==> src/rtl/imem_load_ctrl.sv <==
// Instruction-memory port arbiter: CPU fetch pass-through, or byte-stream program load.
// Optional running word checksum enabled by defining IMEM_LOAD_CHECKSUM_EN.
module imem_load_ctrl #(
  parameter int unsigned DEPTH     = 256,
  parameter logic [31:0] BASE_ADDR = 32'h0000_0000
) (
  input  logic        clk,
  input  logic        reset,
  input  logic        load_start,
  input  logic [15:0] load_words,
  input  logic        byte_valid,
  input  logic [7:0]  byte_data,
  output logic        byte_ready,
  input  logic [31:0] cpu_pc,
  output logic        cpu_hold,
  output logic [31:0] mem_A,
  output logic        mem_we,
  output logic [31:0] mem_data,
  output logic        load_busy,
  output logic        load_done,
  output logic        overflow,
  output logic [31:0] checksum
);

  typedef enum logic [1:0] {IDLE, RECV, WRITE, DONE} state_t;

  state_t      state;
  logic [15:0] len;
  logic [15:0] word_cnt;
  logic [1:0]  byte_cnt;
  logic [31:0] word;
  logic [31:0] widx;
  logic [31:0] waddr;
  logic        in_range;

  assign widx     = (BASE_ADDR >> 2) + {16'b0, word_cnt};
  assign in_range = widx < DEPTH;
  assign waddr    = BASE_ADDR + {14'b0, word_cnt, 2'b00};

  // The port belongs to the loader only in WRITE; otherwise fetch passes straight through.
  assign mem_A    = (state == WRITE) ? waddr : cpu_pc;
  assign mem_data = word;

  always_ff @(posedge clk) begin
    if (reset) begin
      state      <= IDLE;
      len        <= '0;
      word_cnt   <= '0;
      byte_cnt   <= '0;
      word       <= '0;
      byte_ready <= 1'b0;
      cpu_hold   <= 1'b0;
      mem_we     <= 1'b0;
      load_busy  <= 1'b0;
      load_done  <= 1'b0;
      overflow   <= 1'b0;
    end else begin
      case (state)
        IDLE: begin
          if (load_start) begin
            overflow <= 1'b0;
            cpu_hold <= 1'b1;
            if (load_words == '0) begin
              state     <= DONE;
              load_done <= 1'b1;
            end else begin
              state      <= RECV;
              len        <= load_words;
              word_cnt   <= '0;
              byte_cnt   <= '0;
              byte_ready <= 1'b1;
              load_busy  <= 1'b1;
            end
          end
        end
        RECV: begin
          if (byte_valid && byte_ready) begin
            word[{byte_cnt, 3'b000} +: 8] <= byte_data;
            byte_cnt <= byte_cnt + 2'd1;
            if (byte_cnt == 2'd3) begin
              state      <= WRITE;
              byte_ready <= 1'b0;
              mem_we     <= in_range;
            end
          end
        end
        WRITE: begin
          mem_we   <= 1'b0;
          word_cnt <= word_cnt + 16'd1;
          if (!in_range) overflow <= 1'b1;
          if (word_cnt + 16'd1 == len) begin
            state     <= DONE;
            load_busy <= 1'b0;
            load_done <= 1'b1;
          end else begin
            state      <= RECV;
            byte_ready <= 1'b1;
          end
        end
        DONE: begin
          state     <= IDLE;
          load_done <= 1'b0;
          cpu_hold  <= 1'b0;
        end
        default: state <= IDLE;
      endcase
    end
  end

`ifdef IMEM_LOAD_CHECKSUM_EN
  logic [31:0] sum;

  // Suppressed overflow words are still summed so the host can verify the whole stream.
  always_ff @(posedge clk) begin
    if (reset)
      sum <= '0;
    else if (state == IDLE && load_start)
      sum <= '0;
    else if (state == WRITE)
      sum <= sum + word;
  end

  assign checksum = sum;
`else
  assign checksum = '0;
`endif

endmodule

==> config.mk <==
export PLATFORM = sky130hd
export DESIGN_NAME = imem_load_ctrl
export DESIGN_NICKNAME = d
export VERILOG_FILES = /design/src/rtl/imem_load_ctrl.sv
export SDC_FILE = /design/constraint.sdc
export NUM_CORES = 1
export LEC_CHECK = 0
export BUFFER_PORTS_ARGS = -buffer_cell sky130_fd_sc_hd__buf_2
export CELL_PAD_IN_SITES_DETAIL_PLACEMENT = 0
export CELL_PAD_IN_SITES_GLOBAL_PLACEMENT = 1
export CORE_MARGIN = 1.5
export CORE_UTILIZATION = 35
export CTS_BUF_LIST = sky130_fd_sc_hd__clkbuf_16
export CTS_CLUSTER_SIZE = 40
export DETAILED_ROUTE_END_ITERATION = 8
export PLACE_DENSITY_LB_ADDON = 0.1
export SLEW_MARGIN = 20
export SYNTH_ARGS = -nofsm -noshare
export SYNTH_HDL_FRONTEND = slang
export SYNTH_SLANG_ARGS = --single-unit
export TNS_END_PERCENT = 10
==> constraint.sdc <==
create_clock -name clk -period 2.9 [get_ports clk]
set_input_delay 0.29 -clock clk [delete_from_list [all_inputs] [get_ports clk]]
set_output_delay 0.29 -clock clk [all_outputs]
set_load 0.03 [all_outputs]
==> flow_summary.json <==
{
  "coreArea_um2": 11600,
  "final_nets": 733,
  "violations": "design-rule violations",
  "final-setup-viol-count": 0,
  "synth_ff_type": "dfxtp_1",
  "placed_cell_area_um2": 4830,
  "max_slew.worst_pin.slew_ps": 622,
  "grt_pass1_vias": 3730,
  "syn2layout_area_growth_pct": 21.7,
  "power_switching_mw": 0.704,
  "yosysWarnings": 0,
  "drtAntennaViolNets": 0,
  "grt_max_degree": 47,
  "drt_iter0_drc": 263,
  "seq_power_share_pct": 43.6,
  "cts_sinks": 74,
  "setup.worst_path.start_class": "flop",
  "crit_slowest_cell": "o41a_1",
  "gp_congestion": 0.827,
  "cts_tree": "done",
  "die-area_um2": 12600,
  "synth_top_cell_by_area": "dfxtp_1",
  "placedCellCount": 798,
  "setup_ws_ps": 467,
  "rsz0062_at_grt": "no",
  "rows": 39,
  "synthArstFlopShare_pct": 0,
  "fin_tns_setup_ps": 0,
  "cp-end-kind": "flop",
  "port_buffers": 129,
  "critPathMaxFanout": 12,
  "ctsHoldBuffers": 0,
  "synth.area.top_cells": "dfxtp_1 (35%), nand2_1 (9.8%), a21oi_1 (6.1%)",
  "post-route-period-util_pct": 83.9,
  "power_frac_clock_pct": 41.2,
  "final_cell_mix": "buf_2 (129), nand2_1 (109), dfxtp_1 (74)",
  "max_freq_mhz": 411,
  "grt_pass1_wl_um": 18800,
  "dpl.hpwl_um": 8620,
  "wl_per_cell_um": 14.3,
  "htree_num_levels": 3,
  "syn_inst": 550,
  "clockRootBuffer": "clkbuf_16",
  "final_util_pct": 44.0,
  "stdcell_count": 813,
  "wl_um": 11700,
  "grt_antenna_before_repair": 0,
  "max-cap-violations": 0,
  "whs_ps": 203,
  "cpLargestDelayFamily": "compound AO/OA/AOI/OAI gates",
  "grt_overflow": 0,
  "crit_buf_inv": 0,
  "yosysUniqueCellTypes": 55,
  "start_util_pct": 36.2,
  "arrival_ps": 2680,
  "syn_area_um2": 4190,
  "drive_gt1_share_pct": 24.8,
  "fin_crit_ps": 2430,
  "antenna_cells": 0,
  "insertion_delay_ps": 340,
  "status": "complete, but fails checks",
  "ctsResizeCount": 0,
  "power.internal_mw": 1.73,
  "max-slew-margin-rel_pct": 58.5,
  "cp_slowest_stage_delay_ps": 480,
  "vias": 4033,
  "cts_made_buffers": 9,
  "yosysSeqAreaShare_pct": 35.4,
  "hold_path_class": "primary input to flop",
  "p_leak_nw": 2.23,
  "hold_viol_final": 0,
  "die_h_um": 112,
  "p_sw_share_pct": 28.9,
  "yosys.area.top_type_share_pct": 35.4,
  "synth_edf_count": 0,
  "cts.path.max_buffers": 2,
  "ys_seq_elements": 74,
  "power_density_nw_per_um2": 478,
  "fin_area_um2": 5090,
  "grt_use_total_pct": 18.5,
  "vdd_drop_max_mv": 0.349,
  "die_width_um": 112,
  "pre_cts_ws_ps": 463,
  "path_cells": "ha_1 -> and3_1 -> nand2_1 -> o41a_1 -> nor3_2 -> nand3_1 -> a311oi_1",
  "maxSlewViolCount": 0,
  "power_mw": 2.43,
  "syn_avg_cell_area_um2": 7.61,
  "post_cts_buffers": 0,
  "dr.pass1.iters": 8,
  "cts.clk_slew.worst_paths_ps": 60,
  "viasPerCell": 4.96,
  "criticalPathCategory": "flop to flop",
  "power_frac_comb_pct": 15.2,
  "drc_errors": 10,
  "fin_worst_skew_ps": 4.59,
  "cp_data_required_time_ps": 3150,
  "final_common_cell": "buf_2",
  "ios": 162
}
## registers in the layout, indices dropped and copies added, names as in the netlist
signal,flops
load_done,1
load_busy,1
mem_data,32
state,2
byte_cnt,2
byte_ready,1
word_cnt,16
len,16
cpu_hold,1
mem_we,1
overflow,1
## worst paths after layout
path | start | to | slack [ps] | cells after the start
worst max register to register | word_cnt[0] | load_done | 470 | 7
worst min register to register | mem_data[23] | mem_data[23] | 450 | 2
worst min-delay path | load_words[7] | len[7] | 200 | 3
worst max-delay path | word_cnt[0] | load_done | 470 | 7
## cell families after synthesis
| group | count (synthesis) | synth area share [%] |
|---|---|---|
| simple gates | 258 | 29.9 |
| compound gates | 99 | 14.4 |
| flops | 74 | 35.4 |
| buf+inv | 73 | 9.74 |
| xor+xnor | 22 | 4.60 |
| mux | 16 | 3.83 |
| fa+ha+maj | 7 | 2.09 |
| other cells | 1 | 0.0896 |
## tightest hold or removal path, stage by stage
cell and delay [ps]:
buf_2 90, mux2i_1 50, nor2_1 70
## layout make-up
type / count / area [µm²]
fillers: 1233 / 6470
multi-input cells: 434 / 2420
flip-flops and latches: 74 / 1480
repair buffers: 141 / 736
clock buffers: 9 / 225
well taps: 143 / 179
clock inverters: 6 / 33.8
inverters: 6 / 22.5
## power groups by stage
stage	clock, mW	sequential, mW	combinational (mW)
3_5_place_dp	0	1.08	0.370
2_1_floorplan	0	1.09	0.277
6_report	1.00	1.06	0.370
4_1_cts	1.03	1.06	0.371
5_1_grt	1.08	1.06	0.402
3_3_place_gp	0	1.08	0.369
## layer usage
metal,vias up,global-route usage [%],share of wire [%]
met5,-,0,0
met4,0,6.08,1.5
met3,14,3.73,4.7
met2,110,31.5,49
met1,1837,23.6,45
li1,2072,-,-
## synth_stat cells (2+ instances only)
master / instances
mux2i_1: 16
nand3_1: 41
a211oi_1: 6
nor3b_1: 3
and4_1: 2
ha_1: 7
o21ai_0: 14
nand3b_1: 2
nor2_1: 42
a311oi_1: 5
and3_1: 2
buf_4: 33
xnor2_1: 18
nand4_1: 8
nor3_1: 7
buf_2: 8
a31oi_1: 3
nand2_1: 109
and2_1: 20
clkbuf_1: 26
or3_1: 2
xor2_1: 4
nor4_1: 10
dfxtp_1: 74
inv_1: 5
o31ai_1: 2
a22oi_1: 3
a21oi_1: 51
Power figures use the tool's default switching activity.
